`src/rtl/idelay_ctrl_pkg.sv`:
```
// Shared types for the IDELAY tap controller.
// Tap width, FSM state encoding, command mode encoding.
package idelay_ctrl_pkg;

    localparam int TAP_W = 9;
    localparam int TMR_W = 16;

    typedef enum logic {
        MODE_LOAD = 1'b0,
        MODE_STEP = 1'b1
    } mode_e;

    typedef enum logic [3:0] {
        S_IDLE,
        S_VTC_OFF,
        S_LOAD_PULSE,
        S_STEP_CE,
        S_STEP_GAP,
        S_SETTLE,
        S_CHECK,
        S_VTC_ON,
        S_DONE
    } state_e;

endpackage

```
`src/rtl/idelay_tap_ctrl_if.sv`:
```
// Command/status handshake between a requester and the tap controller.
// The controller takes the slave side.
interface idelay_tap_ctrl_if;
    import idelay_ctrl_pkg::*;

    logic             cmd_valid;
    logic             cmd_ready;
    logic [TAP_W-1:0] cmd_tap;
    logic             cmd_mode;
    logic             done;
    logic             error;
    logic [TAP_W-1:0] cur_tap;

    modport master (
        output cmd_valid, cmd_tap, cmd_mode,
        input  cmd_ready, done, error, cur_tap
    );

    modport slave (
        input  cmd_valid, cmd_tap, cmd_mode,
        output cmd_ready, done, error, cur_tap
    );

endinterface

```
`src/rtl/idelay_wait_timer.sv`:
```
// Loadable down-counter with a zero flag; holds at zero.
// Shared by the VTC-off wait and the post-update settle wait.
module idelay_wait_timer
    import idelay_ctrl_pkg::*;
(
    input  logic             clk_i,
    input  logic             rst_i,
    input  logic             load_i,
    input  logic [TMR_W-1:0] load_val_i,
    output logic             zero_o
);

    logic [TMR_W-1:0] cnt_q;

    always_ff @(posedge clk_i or posedge rst_i) begin
        if (rst_i) begin
            cnt_q <= '0;
        end else if (load_i) begin
            cnt_q <= load_val_i;
        end else if (cnt_q != '0) begin
            cnt_q <= cnt_q - 1'b1;
        end
    end

    assign zero_o = (cnt_q == '0);

endmodule

```
`src/rtl/idelay_tap_ctrl.sv`:
```
// IDELAY tap controller: drops EN_VTC, loads or walks the tap,
// settles, verifies the readback and restores VTC tracking.
module idelay_tap_ctrl
    import idelay_ctrl_pkg::*;
#(
    parameter int VTC_WAIT_CYCLES = 10,
    parameter int SETTLE_CYCLES   = 2,
    parameter int MAX_TAP         = 511
) (
    input  logic             clk_i,
    input  logic             rst_i,
    idelay_tap_ctrl_if.slave cmd,
    output logic             en_vtc_o,
    output logic             load_o,
    output logic             ce_o,
    output logic             inc_o,
    output logic [TAP_W-1:0] cntvaluein_o,
    input  logic [TAP_W-1:0] cntvalueout_i
);

    localparam logic [TMR_W-1:0] VTC_LD = TMR_W'(VTC_WAIT_CYCLES - 1);
    localparam logic [TMR_W-1:0] SET_LD = TMR_W'(SETTLE_CYCLES - 1);
    localparam logic [TAP_W:0]   MAX_T  = (TAP_W + 1)'(MAX_TAP);

    state_e           state_q;
    mode_e            mode_q;
    logic [TAP_W-1:0] tap_q;
    logic [TAP_W-1:0] cur_q;
    logic [TAP_W-1:0] cin_q;
    logic             en_vtc_q;
    logic             load_q;
    logic             ce_q;
    logic             inc_q;
    logic             done_q;
    logic             err_q;

    logic             tmr_load;
    logic [TMR_W-1:0] tmr_val;
    logic             tmr_zero;

    // Timer reloads in every state except while it is counting, so it
    // enters VTC_OFF and SETTLE already primed with the right count.
    assign tmr_load = !((state_q == S_SETTLE) ||
                        (state_q == S_VTC_OFF && !tmr_zero));
    assign tmr_val  = (state_q == S_IDLE) ? VTC_LD : SET_LD;

    idelay_wait_timer u_timer (
        .clk_i      (clk_i),
        .rst_i      (rst_i),
        .load_i     (tmr_load),
        .load_val_i (tmr_val),
        .zero_o     (tmr_zero)
    );

    always_ff @(posedge clk_i or posedge rst_i) begin
        if (rst_i) begin
            state_q  <= S_IDLE;
            mode_q   <= MODE_LOAD;
            tap_q    <= '0;
            cur_q    <= '0;
            cin_q    <= '0;
            en_vtc_q <= 1'b1;
            load_q   <= 1'b0;
            ce_q     <= 1'b0;
            inc_q    <= 1'b0;
            done_q   <= 1'b0;
            err_q    <= 1'b0;
        end else begin
            done_q <= 1'b0;
            unique case (state_q)
                S_IDLE: begin
                    if (cmd.cmd_valid) begin
                        tap_q  <= cmd.cmd_tap;
                        mode_q <= mode_e'(cmd.cmd_mode);
                        if ({1'b0, cmd.cmd_tap} > MAX_T) begin
                            err_q   <= 1'b1;
                            state_q <= S_VTC_ON;
                        end else begin
                            err_q    <= 1'b0;
                            en_vtc_q <= 1'b0;
                            inc_q    <= cmd.cmd_mode &&
                                        (cmd.cmd_tap > cur_q);
                            state_q  <= S_VTC_OFF;
                        end
                    end
                end
                S_VTC_OFF: begin
                    if (tmr_zero) begin
                        if (mode_q == MODE_LOAD) begin
                            load_q  <= 1'b1;
                            ce_q    <= 1'b1;
                            cin_q   <= tap_q;
                            cur_q   <= tap_q;
                            state_q <= S_LOAD_PULSE;
                        end else if (cur_q == tap_q) begin
                            state_q <= S_SETTLE;
                        end else begin
                            ce_q    <= 1'b1;
                            state_q <= S_STEP_CE;
                        end
                    end
                end
                S_LOAD_PULSE: begin
                    load_q  <= 1'b0;
                    ce_q    <= 1'b0;
                    cin_q   <= '0;
                    state_q <= S_SETTLE;
                end
                S_STEP_CE: begin
                    ce_q    <= 1'b0;
                    cur_q   <= inc_q ? cur_q + 1'b1 : cur_q - 1'b1;
                    state_q <= S_STEP_GAP;
                end
                S_STEP_GAP: begin
                    if (cur_q == tap_q) begin
                        state_q <= S_SETTLE;
                    end else begin
                        ce_q    <= 1'b1;
                        state_q <= S_STEP_CE;
                    end
                end
                S_SETTLE: begin
                    if (tmr_zero) begin
                        state_q <= S_CHECK;
                    end
                end
                S_CHECK: begin
                    if (cntvalueout_i != tap_q) begin
                        err_q <= 1'b1;
                        cur_q <= cntvalueout_i;
                    end
                    en_vtc_q <= 1'b1;
                    state_q  <= S_VTC_ON;
                end
                S_VTC_ON: begin
                    done_q  <= 1'b1;
                    state_q <= S_DONE;
                end
                S_DONE: begin
                    state_q <= S_IDLE;
                end
                default: begin
                    state_q <= S_IDLE;
                end
            endcase
        end
    end

    assign cmd.cmd_ready = (state_q == S_IDLE);
    assign cmd.done      = done_q;
    assign cmd.error     = err_q;
    assign cmd.cur_tap   = cur_q;
    assign en_vtc_o      = en_vtc_q;
    assign load_o        = load_q;
    assign ce_o          = ce_q;
    assign inc_o         = inc_q;
    assign cntvaluein_o  = cin_q;

endmodule

```
`src/flat_wrapper.sv`:
```
// flat-port wrapper written by rule: the top's interface ports become plain ports
module idelay_tap_ctrl_flat import idelay_ctrl_pkg::*;
#(
    parameter int VTC_WAIT_CYCLES = 10,
    parameter int SETTLE_CYCLES   = 2,
    parameter int MAX_TAP         = 511
)
  (clk_i, rst_i, en_vtc_o, load_o, ce_o, inc_o, cntvaluein_o, cntvalueout_i, cmd_cmd_valid, cmd_cmd_tap, cmd_cmd_mode, cmd_cmd_ready, cmd_done, cmd_error, cmd_cur_tap);
  idelay_tap_ctrl_if cmd_i ();
  input  logic clk_i;
  input  logic rst_i;
  output logic en_vtc_o;
  output logic load_o;
  output logic ce_o;
  output logic inc_o;
  output logic [TAP_W-1:0] cntvaluein_o;
  input  logic [TAP_W-1:0] cntvalueout_i;
  input wire logic [$bits(cmd_i.cmd_valid)-1:0] cmd_cmd_valid;
  input wire logic [$bits(cmd_i.cmd_tap)-1:0] cmd_cmd_tap;
  input wire logic [$bits(cmd_i.cmd_mode)-1:0] cmd_cmd_mode;
  output wire logic [$bits(cmd_i.cmd_ready)-1:0] cmd_cmd_ready;
  output wire logic [$bits(cmd_i.done)-1:0] cmd_done;
  output wire logic [$bits(cmd_i.error)-1:0] cmd_error;
  output wire logic [$bits(cmd_i.cur_tap)-1:0] cmd_cur_tap;
  assign cmd_i.cmd_valid = cmd_cmd_valid;
  assign cmd_i.cmd_tap = cmd_cmd_tap;
  assign cmd_i.cmd_mode = cmd_cmd_mode;
  assign cmd_cmd_ready = cmd_i.cmd_ready;
  assign cmd_done = cmd_i.done;
  assign cmd_error = cmd_i.error;
  assign cmd_cur_tap = cmd_i.cur_tap;
  idelay_tap_ctrl #(.VTC_WAIT_CYCLES(VTC_WAIT_CYCLES), .SETTLE_CYCLES(SETTLE_CYCLES), .MAX_TAP(MAX_TAP)) u_core (.clk_i(clk_i), .rst_i(rst_i), .cmd(cmd_i), .en_vtc_o(en_vtc_o), .load_o(load_o), .ce_o(ce_o), .inc_o(inc_o), .cntvaluein_o(cntvaluein_o), .cntvalueout_i(cntvalueout_i));
endmodule
```
`config.mk`:
```
export PLATFORM = sky130hd
export DESIGN_NAME = idelay_tap_ctrl_flat
export DESIGN_NICKNAME = d
export VERILOG_FILES = /design/src/rtl/idelay_ctrl_pkg.sv /design/src/rtl/idelay_tap_ctrl_if.sv /design/src/rtl/idelay_wait_timer.sv /design/src/rtl/idelay_tap_ctrl.sv /design/src/flat_wrapper.sv
export SDC_FILE = /design/constraint.sdc
export NUM_CORES = 1
export LEC_CHECK = 0
export BUFFER_PORTS_ARGS = -buffer_cell sky130_fd_sc_hd__buf_4
export CORE_ASPECT_RATIO = 1.1
export CORE_MARGIN = 2
export CORE_UTILIZATION = 50
export DETAILED_ROUTE_END_ITERATION = 8
export GPL_TIMING_DRIVEN = 0
export PLACE_DENSITY = 0.74
export SLEW_MARGIN = 10
export SYNTH_ARGS = -nofsm -noshare
export SYNTH_HDL_FRONTEND = slang
export SYNTH_SLANG_ARGS = --single-unit
```
`constraint.sdc`:
```
create_clock -name clk_i -period 2.66 [get_ports clk_i]
set_clock_uncertainty 0.2 [all_clocks]
set_input_delay 0.665 -clock clk_i [delete_from_list [all_inputs] [get_ports clk_i]]
set_output_delay 0.665 -clock clk_i [all_outputs]
set_load 0.1 [all_outputs]
```
==> results.json, run 1 <==
{
  "antenna_found_initial": 0,
  "regArea_um2": 1360,
  "synth_most_common_cell": "dfrtp_1",
  "r2r-start": "u_core.u_timer.cnt_q[1]",
  "syn_area_um2": 3430,
  "ys.flop_type": "dfrtp_1",
  "worstPathRequired_ns": 2.67,
  "multi_input_area_um2": 2120,
  "cts-root-buf": "clkbuf_8",
  "drv_slew": 0,
  "endpoint_kind": "register",
  "rsz0062_at_grt": "yes",
  "final_cell_area_um2": 4400,
  "coreArea_um2": 6630,
  "post_dp_cell_area_um2": 3930,
  "drive_above_1_share": 0.308,
  "vias": 3068,
  "min_period_ns": 2.81,
  "post-route-period-util": 1.06,
  "max_slew.worst_pin.slew_ns": 0.637,
  "drc": 0,
  "grt_pass1_vias": 2995,
  "fmax_mhz": 356,
  "postRouteAntennaNets": 0,
  "boundaryPins": 47,
  "routedWlPerCell_um": 17.5,
  "avgSynthCellArea_um2": 9.48,
  "start_kind": "register",
  "pre_cts_ws_ns": -0.278,
  "setup_ws_ns": -0.147,
  "maxCapViolCount": 0,
  "grt_max_degree": 29,
  "die_x_um": 83.0,
  "path_buf_inv": 1,
  "synth_seq_cells": 54,
  "synthTopCellsByArea": "dfrtp_1, ha_1, xor2_1",
  "drt-total-wl_um": 9130,
  "antenna_cells": 0,
  "nFillCells": 554,
  "gr-usage-met2": 0.405,
  "syn_to_final_growth_pct": 28.3,
  "clock_latency_ns": 0.31,
  "die_h_um": 90.9,
  "final_nets": 479,
  "cts_hold_buf": 0,
  "synth-edff-count": 0,
  "status": "finished, violations left",
  "grt_use_met1": 0.309,
  "core.rowCount": 31,
  "die_area_um2": 7550,
  "setup_viol": 19,
  "syn_inst": 362,
  "cts.path.max_buffers": 2,
  "max_stage_delay_ns": 0.46,
  "io_buffers": 46,
  "routed_via_density": 5.89,
  "min_path_type": "in2async",
  "critPathKind": "reg2reg",
  "initial_utilization": 0.518,
  "synth_nets": 403,
  "relSlewSlack": 0.574,
  "path_cells": "inv_2 > ha_4 > or4b_4 > or3_4 > or2_4 > o31ai_4 > nand2_2 > a22o_1",
  "worstPathMaxFanout": 5,
  "cts-htree-levels": 2,
  "violations": "setup timing",
  "overflow": 0,
  "cts_tree": "done",
  "ys_top_cells_by_count": "dfrtp_1, nor2_1, nand2_1",
  "cts_made_buffers": 5,
  "crit_path_start": "u_core.u_timer.cnt_q[1]",
  "synthArstFlopShare": 1.00,
  "first_pass_iters": 4,
  "crit_slowest_cell": "or4b_4",
  "grt.busiest_layer": "met2",
  "gr-usage-met3": 0.0338,
  "drt_iter0_drc": 191,
  "yosysWarnings": 0,
  "synth-seq-area-share": 0.394,
  "synth_top_area_frac": 0.386,
  "hold_viol_final": 0,
  "track_usage": 0.238,
  "cts.clk_slew.worst_paths_ns": 0.10,
  "grt_pass1_wl_um": 14600,
  "globalplace.congestion": 0.864,
  "crit_family": "simple AND/OR/NAND/NOR gates",
  "critPathArrivalTime_ns": 2.82,
  "synth_largest_area_cell": "dfrtp_1",
  "cts.sinks": 54,
  "setup_tns_ns": -1.37,
  "ys_types": 64,
  "hpwl_um": 6350
}
through the flow:
step,utilization,hold WS (ns),cells
after floorplan,-,0.291,362
after global placement,0.590,0.271,490
after detailed placement,0.593,0.278,491
after CTS,0.634,0.238,516
after global routing,0.664,0.275,521
final,0.664,0.227,521
final timing paths:
kind,to,slack [ns],cells after the start
worst min register to register,u_core.load_o,0.31,1
min in group clk_i,u_core.load_o,0.31,1
worst min-delay path,u_core.load_o,0.23,2
worst max-delay path,u_core.cntvaluein_o[7],-0.15,8
worst max register to register,u_core.cntvaluein_o[7],-0.15,8
max in group asynchronous,u_core.cmd.cur_tap[1],1.46,3
flip-flops by register name (all words and copies together), names as in the netlist:
signal,cells
u_core.cntvaluein_o,9
u_core.load_o,1
u_core.cmd.done,1
u_core.tap_q,9
u_core.inc_o,1
u_core.u_timer.cnt_q,16
u_core.mode_q,1
u_core.cmd.error,1
u_core.state_q,4
u_core.ce_o,1
u_core.cmd.cur_tap,9
u_core.en_vtc_o,1
metal layers:
| layer | vias to the layer above | share of wire |
|---|---|---|
| li1 | 1468 | - |
| met1 | 1498 | 0.43 |
| met2 | 84 | 0.50 |
| met3 | 18 | 0.044 |
| met4 | 0 | 0.023 |
| met5 | - | 0 |
timing repair:
action,4_1_cts,5_1_grt
gates cloned,1,2
endpoints found under the hold margin,0,0
setup buffers,16,4
gates resized for setup,13,33
pin swaps,12,9
endpoints found under the setup margin,32,35
cells by family (layout without fill, tap and decap cells):
| group | Yosys count | in the layout | synth area share |
|---|---|---|---|
| mux | 11 | 11 | 0.0350 |
| simple gates | 133 | 134 | 0.206 |
| xor+xnor | 29 | 29 | 0.0740 |
| flops | 54 | 54 | 0.394 |
| compound gates | 88 | 88 | 0.181 |
| buf+inv | 28 | 104 | 0.0390 |
| fa+ha+maj | 19 | 19 | 0.0714 |
placed cells by master, fill, tap and decap left out, types with 3 or more instances in the layout:
cell      Yosys  routed
mux2_2        8       8
nor3_1       16      13
a22o_1       12      12
mux2i_1       3       3
dfrtp_1      53      50
o21ai_1       1       3
nand2b_1      6       6
a21oi_2       0       3
buf_4         0      64
ha_1         18      16
a21o_1        4       4
buf_12        0       3
nor4_1        6       5
a21oi_1      18      15
nor2b_1       7       7
nand2_2       0       3
dfrtp_2       0       3
xnor2_1      10      10
a221oi_1      5       5
nor2_1       43      40
nand3_1       5       5
nand2_1      22      19
inv_1        18      15
o21ai_0      18      15
clkbuf_8      1       8
buf_6         2       4
inv_2         0       3
a211oi_1      6       6
xor2_1       19      19
final cells by class:
| cell class | instances | share of cell area |
|---|---|---|
| buffer | 9 | 0.0193 |
| clock buffer | 6 | 0.0188 |
| clock inverter | 2 | 0.00284 |
| inverter | 18 | 0.0153 |
| multi-input combinational | 281 | 0.481 |
| sequential | 54 | 0.308 |
| tap | 82 | 0.0233 |
| timing repair buffer | 69 | 0.132 |
Power of run 1 is left out: the tool's default activity adds up to more than one toggle a clock period on the data nets, which glitch-free logic cannot reach.
==> run 2: changes to the inputs <==
--- a/config.mk
+++ b/config.mk
@@ -5,13 +5,14 @@
 export SDC_FILE = /design/constraint.sdc
 export NUM_CORES = 1
 export LEC_CHECK = 0
+export ABC_AREA = 1
 export BUFFER_PORTS_ARGS = -buffer_cell sky130_fd_sc_hd__buf_4
 export CORE_ASPECT_RATIO = 1.1
 export CORE_MARGIN = 2
 export CORE_UTILIZATION = 50
 export DETAILED_ROUTE_END_ITERATION = 8
 export GPL_TIMING_DRIVEN = 0
-export PLACE_DENSITY = 0.74
+export PLACE_DENSITY = 0.73
 export SLEW_MARGIN = 10
 export SYNTH_ARGS = -nofsm -noshare
 export SYNTH_HDL_FRONTEND = slang
==> run 2 against run 1 <==
  * The flow now finishes without violations
  * Critical path depth decreased by 4
  * Hold slack worse by 0.11 ns
  * Die area rose by 2.2%
  * Non-clock buffer count is 27 lower
  * Final area decreased by 7.4%
  * Setup slack improved by 0.41 ns
  * First-iteration DRC count down 0.52%
  * Synthesized cell count is 33% higher
  * Core utilization is 7.5 points lower
  * Global-route usage down 0.21 points
  * Cell count rose by 20%
  * Via count is 4.9% higher
  * Critical endpoint is now cmd_cmd_ready
==> results.json, run 2 <==
{
  "critPathArrivalTime_ns": 1.53,
  "yosysWarnings": 0,
  "drv_slew": 0,
  "largest_register_ffs": 16,
  "r2r-end": "u_core.cntvaluein_o[1]",
  "rr_worst_depth": 9,
  "syn_to_final_growth_pct": 16.2,
  "core.rowCount": 32,
  "io_buffers": 46,
  "synth-seq-area-share": 0.385,
  "multi_input_area_um2": 1890,
  "regArea_um2": 1350,
  "crit_family": "flip-flops",
  "grt_max_degree": 40,
  "start_kind": "register",
  "synth_most_common_cell": "nand2_1",
  "setup_ws_ns": 0.262,
  "routedWlPerCell_um": 13.9,
  "syn_inst": 483,
  "r2r_setup_slack_ns": 0.45,
  "cts_hold_buf": 0,
  "antenna_cells": 0,
  "routed_via_density": 5.16,
  "vias": 3217,
  "critPathKind": "reg2out",
  "fmax_mhz": 417,
  "ys.flop_type": "dfrtp_1",
  "cts.sinks": 54,
  "overflow": 0,
  "maxCapViolCount": 0,
  "post_cts_buffers": 0,
  "cts_tree": "done",
  "postRouteAntennaNets": 0,
  "max_stage_delay_ns": 0.44,
  "status": "completed",
  "worstPathMaxFanout": 4,
  "die_x_um": 83.9,
  "nFillCells": 666,
  "track_usage": 0.236,
  "grt_pass1_vias": 3172,
  "synth_seq_cells": 54,
  "antenna_found_initial": 0,
  "cts-htree-levels": 2,
  "synth_largest_area_cell": "dfrtp_1",
  "setup_viol": 0,
  "boundaryPins": 47,
  "r2r-start": "u_core.u_timer.cnt_q[0]",
  "final_nets": 578,
  "cts.path.max_buffers": 2,
  "cts-root-buf": "clkbuf_8",
  "synth_top_area_frac": 0.378,
  "layout_common_cells": "nand2_1, inv_1, dfrtp_1",
  "endpoint_kind": "output port",
  "relSlewSlack": 0.706,
  "hold_viol_final": 0,
  "cts_made_buffers": 5,
  "drive_above_1_share": 0.154,
  "drt-total-wl_um": 8650,
  "clock_latency_ns": 0.32,
  "crit_slowest_cell": "dfrtp_1",
  "first_pass_iters": 4,
  "min_path_type": "in2async",
  "ys_types": 36,
  "synth-edff-count": 0,
  "die_h_um": 91.9,
  "pre_cts_ws_ns": 0.475,
  "synthTopCellsByArea": "dfrtp_1, nand2_1, inv_1",
  "synthArstFlopShare": 1.00,
  "grt_pass1_wl_um": 14800,
  "max_slew.worst_pin.slew_ns": 0.437,
  "min_period_ns": 2.40,
  "rsz0062_at_grt": "no",
  "avgSynthCellArea_um2": 7.27,
  "globalplace.congestion": 0.906,
  "syn_area_um2": 3510,
  "cts.clk_slew.worst_paths_ns": 0.10,
  "drc": 0,
  "post-route-period-util": 0.901,
  "worstPathRequired_ns": 1.79,
  "coreArea_um2": 6930,
  "top_register": "u_core.u_timer.cnt_q",
  "path_cells": "nor2_1 > nand2_1 > inv_1 > buf_4",
  "initial_utilization": 0.507,
  "hpwl_um": 6790,
  "drt_iter0_drc": 190,
  "ys_top_cells_by_count": "nand2_1, inv_1, dfrtp_1",
  "final_common_cell": "nand2_1",
  "path_buf_inv": 2,
  "die_area_um2": 7710,
  "synth_nets": 524,
  "cts_resized": 0
}
run 2: changes by cell type after synthesis, sizes merged, moves of 7 or more:
| cell | before | now |
|---|---|---|
| inv | 18 | 65 |
| mux2 | 8 | 0 |
| nor2b | 7 | 0 |
| a22o | 12 | 1 |
| o21ai | 19 | 30 |
| nand3 | 5 | 31 |
| nand2 | 23 | 165 |
| nor2 | 43 | 50 |
| nor3 | 16 | 6 |
| xor2 | 19 | 9 |
run 2: layout make-up:
type,count,share of cell area
buffer,4,0.00613
clock buffer,6,0.0202
clock inverter,2,0.00307
inverter,65,0.0598
multi-input combinational,360,0.463
sequential,54,0.332
tap,85,0.0261
timing repair buffer,47,0.0895
run 2: worst max-delay path by stage:
| stage | from | to | depth (start not counted) |
|---|---|---|---|
| after floorplan | u_core.cmd.cur_tap[0] | u_core.cmd.cur_tap[8] | 12 |
| after global placement | rst_i | u_core.inc_o | 2 |
| after detailed placement | u_core.u_timer.cnt_q[0] | u_core.cntvaluein_o[1] | 9 |
| after CTS | u_core.state_q[2] | cmd_cmd_ready | 4 |
| after global routing | u_core.state_q[2] | cmd_cmd_ready | 4 |
| final | u_core.state_q[2] | cmd_cmd_ready | 4 |
run 2: per-stage QoR:
step | instances | hold WS [ns] | utilization | setup TNS (ns) | area, µm²
floorplan | 483 | 0.293 | - | 0 | 3510
global placement | 614 | 0.259 | 0.572 | -10.54 | 3970
detailed placement | 615 | 0.264 | 0.575 | 0 | 3990
CTS | 623 | 0.134 | 0.589 | 0 | 4080
global route | 623 | 0.145 | 0.589 | 0 | 4080
finish | 623 | 0.117 | 0.589 | 0 | 4080
run 2: logic make-up after synthesis:
logic type,after synthesis,share of synthesized area
adder cells (fa/ha/maj),19,0.0698
buffers and inverters,69,0.0766
flip-flops,54,0.385
AO/OA/AOI/OAI,57,0.100
XOR/XNOR,19,0.0474
AND/OR/NAND/NOR,265,0.321
run 2: layer usage:
layer	track usage	part of all wire
met4	0.0659	0.012
met5	0	0
met2	0.403	0.49
met3	0.0270	0.030
met1	0.317	0.47
Power of run 2 is left out for the same reason.
